`config.mk`:
```
export PLATFORM = sky130hd
export DESIGN_NAME = hamming_decode_sequencer_flat
export DESIGN_NICKNAME = d
export VERILOG_FILES = /design/src/rtl/hamming_decode_sequencer_if.sv /design/src/rtl/hamming_decode_sequencer.sv /design/src/flat_wrapper.sv
export SDC_FILE = /design/constraint.sdc
export NUM_CORES = 1
export LEC_CHECK = 0
export ABC_CLOCK_PERIOD_IN_PS = 4100
export CAP_MARGIN = 20
export CORE_AREA = 2 2 181 183
export DETAILED_ROUTE_END_ITERATION = 8
export DIE_AREA = 0 0 183 185
export GPL_TIMING_DRIVEN = 0
export PLACE_DENSITY_LB_ADDON = 0.3
export SLEW_MARGIN = 20
export SYNTH_ARGS = -nofsm -noshare
export SYNTH_HDL_FRONTEND = slang
export SYNTH_SLANG_ARGS = --single-unit
```
`constraint.sdc`:
```
create_clock -name clk -period 4.1 [get_ports clk]
set_input_delay 1.23 -clock clk [delete_from_list [all_inputs] [get_ports clk]]
set_output_delay 1.23 -clock clk [all_outputs]
set_load 0.1 [all_outputs]
```
`src/rtl/hamming_decode_sequencer_if.sv`:
```
// Codeword input and decoded-result output streams of the Hamming decode
// sequencer, each a valid/ready handshake.
interface hamming_decode_sequencer_if #(
    parameter int DATA_W = 64,
    parameter int CODE_W = 71,
    parameter int SYN_W  = 7
);
    logic              in_valid;
    logic              in_ready;
    logic [CODE_W-1:0] in_codeword;
    logic              out_valid;
    logic              out_ready;
    logic [DATA_W-1:0] out_data;
    logic [CODE_W-1:0] out_corrected;
    logic [SYN_W-1:0]  out_syndrome;
    logic              out_err_corr;
    logic              out_err_uncorr;

    modport master (
        output in_valid,
        output in_codeword,
        output out_ready,
        input  in_ready,
        input  out_valid,
        input  out_data,
        input  out_corrected,
        input  out_syndrome,
        input  out_err_corr,
        input  out_err_uncorr
    );

    modport slave (
        input  in_valid,
        input  in_codeword,
        input  out_ready,
        output in_ready,
        output out_valid,
        output out_data,
        output out_corrected,
        output out_syndrome,
        output out_err_corr,
        output out_err_uncorr
    );
endinterface

```
`src/rtl/hamming_decode_sequencer.sv`:
```
// Sequences codewords through an external combinational Hamming decoder,
// registers and classifies each result, and counts corrected/bad words.
module hamming_decode_sequencer #(
    parameter int DATA_W = 64,
    parameter int CODE_W = 71,
    parameter int SYN_W  = 7,
    parameter int CNT_W  = 16
) (
    input  logic                      clk,
    input  logic                      rst_n,
    hamming_decode_sequencer_if.slave bus,
    output logic                      dec_enable,
    output logic [CODE_W-1:0]         dec_data_in,
    input  logic [CODE_W-1:0]         dec_corrected,
    input  logic [DATA_W-1:0]         dec_decoded,
    input  logic [SYN_W-1:0]          dec_syndrome,
    input  logic                      clr_counts,
    output logic [CNT_W-1:0]          corr_count,
    output logic [CNT_W-1:0]          uncorr_count,
    output logic                      busy
);
    typedef enum logic [1:0] {
        IDLE,
        DECODE,
        OUTPUT
    } state_t;

    localparam logic [SYN_W-1:0] SYN_MAX = SYN_W'(CODE_W);
    localparam logic [CNT_W-1:0] CNT_MAX = '1;

    state_t            state;
    state_t            state_nxt;
    logic [CODE_W-1:0] cw_reg;
    logic              capture;
    logic              in_rdy;
    logic              is_corr;
    logic              is_uncorr;

    always_ff @(posedge clk or negedge rst_n) begin
        if (!rst_n) begin
            state <= IDLE;
        end else begin
            state <= state_nxt;
        end
    end

    always_comb begin
        state_nxt  = state;
        in_rdy     = 1'b0;
        capture    = 1'b0;
        dec_enable = 1'b0;
        unique case (state)
            IDLE: begin
                in_rdy = 1'b1;
                if (bus.in_valid) begin
                    capture   = 1'b1;
                    state_nxt = DECODE;
                end
            end
            DECODE: begin
                dec_enable = 1'b1;
                state_nxt  = OUTPUT;
            end
            OUTPUT: begin
                if (bus.out_ready) begin
                    in_rdy = 1'b1;
                    if (bus.in_valid) begin
                        capture   = 1'b1;
                        state_nxt = DECODE;
                    end else begin
                        state_nxt = IDLE;
                    end
                end
            end
            default: state_nxt = IDLE;
        endcase
    end

    assign bus.in_ready  = in_rdy;
    assign bus.out_valid = (state == OUTPUT);
    assign busy          = (state != IDLE);
    assign dec_data_in   = cw_reg;

    // Syndromes beyond the last codeword position cannot name a bit to flip
    assign is_corr   = (dec_syndrome != '0) && (dec_syndrome <= SYN_MAX);
    assign is_uncorr = (dec_syndrome > SYN_MAX);

    always_ff @(posedge clk or negedge rst_n) begin
        if (!rst_n) begin
            cw_reg             <= '0;
            bus.out_data       <= '0;
            bus.out_corrected  <= '0;
            bus.out_syndrome   <= '0;
            bus.out_err_corr   <= 1'b0;
            bus.out_err_uncorr <= 1'b0;
        end else begin
            if (capture) begin
                cw_reg <= bus.in_codeword;
            end
            if (state == DECODE) begin
                bus.out_data       <= dec_decoded;
                bus.out_syndrome   <= dec_syndrome;
                bus.out_corrected  <= is_uncorr ? cw_reg : dec_corrected;
                bus.out_err_corr   <= is_corr;
                bus.out_err_uncorr <= is_uncorr;
            end
        end
    end

    // Clear has priority over a same-edge increment
    always_ff @(posedge clk or negedge rst_n) begin
        if (!rst_n) begin
            corr_count   <= '0;
            uncorr_count <= '0;
        end else if (clr_counts) begin
            corr_count   <= '0;
            uncorr_count <= '0;
        end else if (state == DECODE) begin
            if (is_corr && (corr_count != CNT_MAX)) begin
                corr_count <= corr_count + CNT_W'(1);
            end
            if (is_uncorr && (uncorr_count != CNT_MAX)) begin
                uncorr_count <= uncorr_count + CNT_W'(1);
            end
        end
    end
endmodule

```
`src/flat_wrapper.sv`:
```
// flat-port wrapper written by rule: the top's interface ports become plain ports
module hamming_decode_sequencer_flat 
#(
    parameter int DATA_W = 64,
    parameter int CODE_W = 71,
    parameter int SYN_W  = 7,
    parameter int CNT_W  = 16
)
  (clk, rst_n, dec_enable, dec_data_in, dec_corrected, dec_decoded, dec_syndrome, clr_counts, corr_count, uncorr_count, busy, bus_in_valid, bus_in_codeword, bus_out_ready, bus_in_ready, bus_out_valid, bus_out_data, bus_out_corrected, bus_out_syndrome, bus_out_err_corr, bus_out_err_uncorr);
  hamming_decode_sequencer_if #(.DATA_W(DATA_W), .CODE_W(CODE_W), .SYN_W(SYN_W)) bus_i ();
  input  logic clk;
  input  logic rst_n;
  output logic dec_enable;
  output logic [CODE_W-1:0] dec_data_in;
  input  logic [CODE_W-1:0] dec_corrected;
  input  logic [DATA_W-1:0] dec_decoded;
  input  logic [SYN_W-1:0] dec_syndrome;
  input  logic clr_counts;
  output logic [CNT_W-1:0] corr_count;
  output logic [CNT_W-1:0] uncorr_count;
  output logic busy;
  input wire logic [$bits(bus_i.in_valid)-1:0] bus_in_valid;
  input wire logic [$bits(bus_i.in_codeword)-1:0] bus_in_codeword;
  input wire logic [$bits(bus_i.out_ready)-1:0] bus_out_ready;
  output wire logic [$bits(bus_i.in_ready)-1:0] bus_in_ready;
  output wire logic [$bits(bus_i.out_valid)-1:0] bus_out_valid;
  output wire logic [$bits(bus_i.out_data)-1:0] bus_out_data;
  output wire logic [$bits(bus_i.out_corrected)-1:0] bus_out_corrected;
  output wire logic [$bits(bus_i.out_syndrome)-1:0] bus_out_syndrome;
  output wire logic [$bits(bus_i.out_err_corr)-1:0] bus_out_err_corr;
  output wire logic [$bits(bus_i.out_err_uncorr)-1:0] bus_out_err_uncorr;
  assign bus_i.in_valid = bus_in_valid;
  assign bus_i.in_codeword = bus_in_codeword;
  assign bus_i.out_ready = bus_out_ready;
  assign bus_in_ready = bus_i.in_ready;
  assign bus_out_valid = bus_i.out_valid;
  assign bus_out_data = bus_i.out_data;
  assign bus_out_corrected = bus_i.out_corrected;
  assign bus_out_syndrome = bus_i.out_syndrome;
  assign bus_out_err_corr = bus_i.out_err_corr;
  assign bus_out_err_uncorr = bus_i.out_err_uncorr;
  hamming_decode_sequencer #(.DATA_W(DATA_W), .CODE_W(CODE_W), .SYN_W(SYN_W), .CNT_W(CNT_W)) u_core (.clk(clk), .rst_n(rst_n), .bus(bus_i), .dec_enable(dec_enable), .dec_data_in(dec_data_in), .dec_corrected(dec_corrected), .dec_decoded(dec_decoded), .dec_syndrome(dec_syndrome), .clr_counts(clr_counts), .corr_count(corr_count), .uncorr_count(uncorr_count), .busy(busy));
endmodule
```
==> results of run 1 <==
[metrics by stage]
step | std cells | hold WS (ns)
final | 1911 | 0.469
after global routing | 1911 | 0.494
after CTS | 1911 | 0.476
after detailed placement | 1859 | 0.462
after global placement | 1857 | 0.457
after floorplan | 981 | 0.691
[cell families (layout without fill, tap and decap cells)]
| logic type | after synthesis | after routing | synth area share [%] |
|---|---|---|---|
| mux | 149 | 149 | 15.1 |
| fa+ha+maj | 2 | 2 | 0.237 |
| compound gates | 126 | 126 | 6.63 |
| simple gates | 393 | 393 | 16.5 |
| flops | 249 | 249 | 59.1 |
| buf+inv | 62 | 584 | 2.48 |
[power breakdown]
| group | internal, mW | switching, mW | total [mW] |
|---|---|---|---|
| Combinational | 1.92 | 7.03 | 8.96 |
| Clock | 1.46 | 1.01 | 2.48 |
| Sequential | 3.23 | 0.481 | 3.71 |
| Total | 6.62 | 8.53 | 15.1 |
[state kept, by name, summed over array words and instances (netlist names)]
signal	cells
u_core.uncorr_count	16
u_core.bus.out_err_uncorr	1
u_core.bus.out_err_corr	1
u_core.corr_count	16
u_core.bus.out_corrected	71
u_core.bus.out_syndrome	7
u_core.state	2
u_core.dec_data_in	71
u_core.bus.out_data	64
[layout by cell type, fill, tap and decap left out, drive strengths merged, types with 6 or more instances in the layout]
master / synthesis / final
o21ai: 76 / 76
nor4: 11 / 11
nor2: 7 / 7
mux2: 78 / 78
mux2i: 71 / 71
clkdlybuf4s50: 0 / 464
or3: 6 / 6
nand3: 14 / 14
clkbuf: 26 / 68
nand4: 11 / 11
nor2b: 8 / 8
nand2: 299 / 299
buf: 32 / 36
a21oi: 25 / 25
clkinv: 0 / 6
or4: 20 / 20
dfrtp: 249 / 249
o31ai: 17 / 17
[per-layer routing]
layer,up-vias,track usage [%],routed length (µm)
li1,4378,-,-
met5,-,0,13
met3,79,5.80,2750
met2,360,36.5,17800
met4,2,7.71,1450
met1,4437,24.4,14100
[critical path, cell delays in order]
cell,delay (ns)
sky130_fd_sc_hd__clkdlybuf4s50_1,0.45
sky130_fd_sc_hd__inv_1,0.05
sky130_fd_sc_hd__a21oi_1,0.32
sky130_fd_sc_hd__clkdlybuf4s15_2,0.62
[layout make-up]
| cell class | instances | area share [%] |
|---|---|---|
| buffer | 58 | 1.48 |
| clock buffer | 42 | 4.76 |
| clock inverter | 10 | 0.659 |
| inverter | 4 | 0.0899 |
| multi-input combinational | 670 | 24.3 |
| sequential | 249 | 37.3 |
| tap | 408 | 3.06 |
| timing repair buffer | 470 | 28.4 |
[final timing paths]
kind	start	end	slack, ns	depth (start not counted)
setup / recovery	bus_out_ready	bus_in_ready	0.20	4
hold / removal	u_core.bus.out_data[5]	u_core.bus.out_data[5]	0.47	2
setup reg to reg	u_core.state[1]	u_core.bus.out_corrected[36]	1.73	6
hold reg to reg	u_core.bus.out_data[5]	u_core.bus.out_data[5]	0.47	2
max in group asynchronous	rst_n	u_core.bus.out_data[51]	2.54	2
min in group asynchronous	rst_n	u_core.dec_data_in[57]	0.64	1
==> impl_results.rst, run 1 <==
.. list-table::
   :header-rows: 1

   * - Metric
     - Value
   * - Worst-case clock skew
     - 0.0153 ns
   * - Avg Synthesized Cell Area
     - 10.8 µm²
   * - Path category of the worst min-delay check
     - reg2reg
   * - Deepest level of the CTS H-tree
     - 1
   * - Cell taking the most area after synthesis
     - sky130_fd_sc_hd__dfrtp_1
   * - Final hold vios
     - 0
   * - Drt via density
     - 4.84
   * - Most repeated cell in the gate-level netlist after synthesis
     - sky130_fd_sc_hd__nand2_1
   * - Post-cts repair resize count
     - 6
   * - Most used standard cells in the synthesized netlist
     - sky130_fd_sc_hd__nand2_1, sky130_fd_sc_hd__dfrtp_1, sky130_fd_sc_hd__mux2_2, sky130_fd_sc_hd__mux2i_1, sky130_fd_sc_hd__o21ai_0
   * - Portion of the post-synthesis area used by sequential elements
     - 59.1%
   * - Final routed wirelength across all metal layers
     - 36100 µm
   * - Placed Instance Area
     - 0.0158 mm²
   * - Chip height
     - 185 µm
   * - Data arrival time of the critical path
     - 2.67 ns
   * - Final Max Tran Viols
     - 0
   * - Effective utilization at floorplan
     - 32.9%
   * - Category of the most critical setup path
     - in2out
   * - Peak fanout along the critical path
     - 2
   * - Die area
     - 0.0339 mm²
   * - Port Buffer Count
     - 468
   * - Standard-cell rows
     - 66
   * - Proportion of netlist area held by the largest area contributor
     - 59.1%
   * - Cells taking the most area after synthesis
     - sky130_fd_sc_hd__dfrtp_1, sky130_fd_sc_hd__nand2_1, sky130_fd_sc_hd__mux2_2, sky130_fd_sc_hd__mux2i_1, sky130_fd_sc_hd__o21ai_0
   * - Post-placement worst setup slack
     - -0.403 ns
   * - Number of antenna violations at the first check in global routing
     - 1
   * - Overflow after GRT
     - 0
   * - Async set or reset register ratio after synthesis
     - 100%
   * - Count of clock tree sinks
     - 249
   * - Synthesized net count
     - 1201
   * - Number of detailed-route iterations in the first pass
     - 5
   * - Diodes inserted
     - 0
   * - Result of the run
     - finished clean
   * - Final worst slack
     - 0.197 ns
   * - Clock latency of the later-clocked register in the worst-skew pair
     - 0.54 ns
   * - TritonCTS clock tree
     - done
   * - Mapped cell area
     - 0.0105 mm²
   * - Share of cells above drive strength 1
     - 9.71%
   * - Minimum clock period
     - 3.90 ns
   * - Total negative setup slack
     - 0 ns
   * - Post-route design area
     - 0.0167 mm²
   * - Area occupied by registers
     - 0.00623 mm²
   * - Routed vias
     - 9256
   * - Peak ir drop on the vdd network
     - 0.664 mV
   * - Cell at the root of the clock tree
     - sky130_fd_sc_hd__clkbuf_16
   * - Count of unique library cells instantiated by Yosys
     - 41
   * - Tightest Pin Transition
     - 1.07 ns
   * - Utilization after layout
     - 52.1%
   * - Core region area
     - 0.0320 mm²
   * - Total routing usage reported by global routing
     - 20.8%
   * - Wire length of the first global-routing pass
     - 54900 µm
   * - Normalized max-slew margin
     - 28.6%
   * - Category of the worst setup path launch point
     - input port
   * - Setup repair after global routing missed its margin
     - false
   * - Ratio of final minimum period to clock period
     - 95.2%
   * - LEAKAGE
     - 7.37 nW
   * - Pwr Total
     - 15.1 mW
   * - Count of pins on the block boundary
     - 469
   * - Final Net Count
     - 1702
   * - Number of buffers added to fix hold violations after cts
     - 0
   * - Synthesized flop and latch total
     - 249
   * - CP Capture Type
     - output pin
   * - Drc violations
     - 0
   * - DIE WIDTH
     - 183 µm
   * - Number of setup buffers added after CTS
     - 0
   * - Mapped Cells
     - 981
   * - Total number of yosys warnings
     - 0
   * - Antenna-violating nets left
     - 0
   * - Clock transition at the registers of the reported paths
     - 0.05 ns
   * - Hpwl dp
     - 27000 µm
   * - Pin count of the biggest net entering global routing
     - 95
   * - WL/cell
     - 18.9 µm
   * - Max Fclk
     - 256 MHz
   * - DRC violation total after the first TritonRoute iteration
     - 433
   * - Number of buffers created by CTS
     - 29
   * - Count of flip-flops with a built-in enable after synthesis
     - 0
   * - Number of violations of the max-capacitance limit
     - 0
   * - Area delta synth->final
     - 58.4%
   * - CP required
     - 2.87 ns
   * - Filler cell count
     - 2887
   * - Total power density per cell area
     - 907 mW/mm²
   * - Maximum buffer depth of the clock tree
     - 3
   * - Multi-input logic area
     - 0.00405 mm²
   * - Number of global-route vias before repair
     - 9591
   * - Post-synth top flop
     - sky130_fd_sc_hd__dfrtp_1
   * - Setup violations, final
     - 0
   * - Routability congestion estimate
     - 0.815
Power figures use the tool's default switching activity.
==> run 2: changes to the inputs <==
- SLEW_MARGIN: 20 -> 5
==> run 2 against run 1 <==
Effect of this change:
- sequential cell count stayed put
- routed wire length is 0.87% higher
- final area is 0.74% higher
- sequential power hardly changed
- clock-buffer cell count is 8 lower
- core utilization is 0.39 points higher
- global-route usage is 0.072 points higher
- register-to-register slack worse by 0.02 ns
- sequential share of layout area is 0.27 points lower
- fmax is 1.2% lower
- critical endpoint unchanged
==> impl_results.rst, run 2 (synthesis gave the netlist of run 1 again) <==
.. list-table::
   :header-rows: 1

   * - Metric
     - Value
   * - Overflow after GRT
     - 0
   * - LEAKAGE
     - 7.42 nW
   * - Routed vias
     - 9325
   * - Count of clock tree sinks
     - 249
   * - Highest-count cells in the layout ignoring fill and taps
     - sky130_fd_sc_hd__clkdlybuf4s50_1, sky130_fd_sc_hd__nand2_1, sky130_fd_sc_hd__dfrtp_1
   * - Peak ir drop on the vdd network
     - 0.538 mV
   * - Largest stage delay on the critical path
     - 0.63 ns
   * - DRC violation total after the first TritonRoute iteration
     - 426
   * - Core region area
     - 0.0320 mm²
   * - Final Max Tran Viols
     - 0
   * - Chip height
     - 185 µm
   * - Bufs and invs on worst path
     - 3
   * - Ratio of final minimum period to clock period
     - 96.3%
   * - Pwr Total
     - 15.4 mW
   * - Die area
     - 0.0339 mm²
   * - Pin count of the biggest net entering global routing
     - 106
   * - Crit. Startpoint
     - bus_out_ready
   * - Result of the run
     - finished clean
   * - Capturing element of the worst setup path
     - bus_in_ready
   * - Number of antenna violations at the first check in global routing
     - 1
   * - Final Net Count
     - 1702
   * - Placed Instance Area
     - 0.0158 mm²
   * - Setup violations, final
     - 0
   * - Effective utilization at floorplan
     - 32.9%
   * - Worst path top cell family by delay
     - buffers and inverters
   * - Path category of the worst min-delay check
     - reg2reg
   * - Levels on crit path
     - 4
   * - Drc violations
     - 0
   * - Category of the worst setup path launch point
     - input port
   * - Area occupied by registers
     - 0.00623 mm²
   * - Drt via density
     - 4.88
   * - Tightest Pin Transition
     - 1.14 ns
   * - Number of buffers created by CTS
     - 29
   * - Peak fanout along the critical path
     - 2
   * - Worst R2R Path Depth
     - 5
   * - Antenna-violating nets left
     - 0
   * - Wire length of the first global-routing pass
     - 55100 µm
   * - Cells along the critical path
     - clkdlybuf4s50_1, inv_1, a21oi_1, clkdlybuf4s15_2
   * - Number of detailed-route iterations in the first pass
     - 4
   * - Number of instances on the worst hold path
     - 2
   * - Post-placement worst setup slack
     - -0.402 ns
   * - WL/cell
     - 19.0 µm
   * - Diodes inserted
     - 0
   * - Cell at the root of the clock tree
     - sky130_fd_sc_hd__clkbuf_16
   * - Startpoint of the worst register-to-register path
     - u_core.state[0]
   * - Final routed wirelength across all metal layers
     - 36400 µm
   * - Total routing usage reported by global routing
     - 20.9%
   * - Normalized max-slew margin
     - 24.0%
   * - CP Capture Type
     - output pin
   * - Clock latency of the later-clocked register in the worst-skew pair
     - 0.55 ns
   * - Routability congestion estimate
     - 0.815
   * - Multi-input logic area
     - 0.00405 mm²
   * - Clock transition at the registers of the reported paths
     - 0.06 ns
   * - Deepest level of the CTS H-tree
     - 1
   * - Worst R2R End
     - u_core.dec_data_in[37]
   * - Max Fclk
     - 253 MHz
   * - Number of violations of the max-capacitance limit
     - 0
   * - Maximum buffer depth of the clock tree
     - 3
   * - Count of pins on the block boundary
     - 469
   * - Minimum clock period
     - 3.95 ns
   * - Most common cell after layout, fill and taps aside
     - sky130_fd_sc_hd__clkdlybuf4s50_1
   * - Final worst slack
     - 0.151 ns
   * - DIE WIDTH
     - 183 µm
   * - Data arrival time of the critical path
     - 2.72 ns
   * - Post-route design area
     - 0.0168 mm²
   * - Port Buffer Count
     - 468
   * - Hpwl dp
     - 27100 µm
   * - Master of the slowest instance on the critical path
     - sky130_fd_sc_hd__clkdlybuf4s15_2
   * - CP required
     - 2.87 ns
   * - Flop-to-flop setup slack
     - 1.71 ns
   * - Standard-cell rows
     - 66
   * - Total power density per cell area
     - 918 mW/mm²
   * - Utilization after layout
     - 52.5%
   * - Worst-case clock skew
     - 0.00817 ns
   * - Area delta synth->final
     - 59.6%
   * - TritonCTS clock tree
     - done
   * - Category of the most critical setup path
     - in2out
   * - Number of global-route vias before repair
     - 9596
   * - Final hold vios
     - 0
   * - Filler cell count
     - 2901
   * - Share of cells above drive strength 1
     - 10.2%
   * - Setup repair after global routing missed its margin
     - false
-- run 2: changes by cell type in the layout (fill, tap and decap cells not counted) --
cell                              before  now
sky130_fd_sc_hd__clkinvlp_4            1    4
sky130_fd_sc_hd__clkinv_4              1    0
sky130_fd_sc_hd__buf_2                21   20
sky130_fd_sc_hd__bufinv_16             2    6
sky130_fd_sc_hd__clkbuf_1             37   29
sky130_fd_sc_hd__clkinv_2              5    8
sky130_fd_sc_hd__clkdlybuf4s50_1     464  465
-- run 2: area by class of cell --
type / count / area share (%)
inverter: 4 / 0.0892
timing repair buffer: 470 / 28.2
tap: 408 / 3.03
clock inverter: 19 / 1.54
clock buffer: 34 / 4.54
multi-input combinational: 670 / 24.1
sequential: 249 / 37.0
buffer: 58 / 1.46
-- run 2: timing repair --
action / in CTS / in global routing
gates resized for setup: 6 / 0
setup buffers: 0 / 0
hold buffers: 0 / 0
setup endpoints to repair: 2 / 0
-- run 2: metrics by stage --
stage               std cells  setup TNS [ns]  hold slack (ns)
floorplan                 981               0            0.691
global placement         1857        -2329.83            0.457
detailed placement       1859          -0.402            0.462
CTS                      1912               0            0.477
global route             1912               0            0.496
finish                   1912               0            0.474
-- run 2: tightest hold or removal path: stages (launching register included) --
cell                      delay, ns
sky130_fd_sc_hd__dfrtp_1       0.34
sky130_fd_sc_hd__nand2_1       0.05
sky130_fd_sc_hd__nand2_1       0.05
-- run 2: layer usage --
metal  wire [µm]  GRT usage (%)
met1       13800           23.9
met2       18200           36.9
met3        3100           6.80
met4        1260           7.04
met5          13              0
-- run 2: worst min path at each step --
stage | from | end | slack [ns]
2_1_floorplan | u_core.state[0] | u_core.bus.out_syndrome[6] | 0.69
3_3_place_gp | u_core.bus.out_data[16] | u_core.bus.out_data[16] | 0.46
3_5_place_dp | u_core.bus.out_data[30] | u_core.bus.out_data[30] | 0.46
4_1_cts | u_core.bus.out_data[26] | u_core.bus.out_data[26] | 0.48
5_1_grt | u_core.bus.out_syndrome[6] | u_core.bus.out_syndrome[6] | 0.50
6_report | u_core.bus.out_data[50] | u_core.bus.out_data[50] | 0.47
-- run 2: power by group --
part           internal [mW]  switching [mW]  total [mW]  leakage (nW)
clock network           1.71            1.07        2.77         0.496
logic                   1.93            7.04        8.96          3.85
registers               3.23           0.475        3.71          3.08
total                   6.86            8.58        15.4          7.42
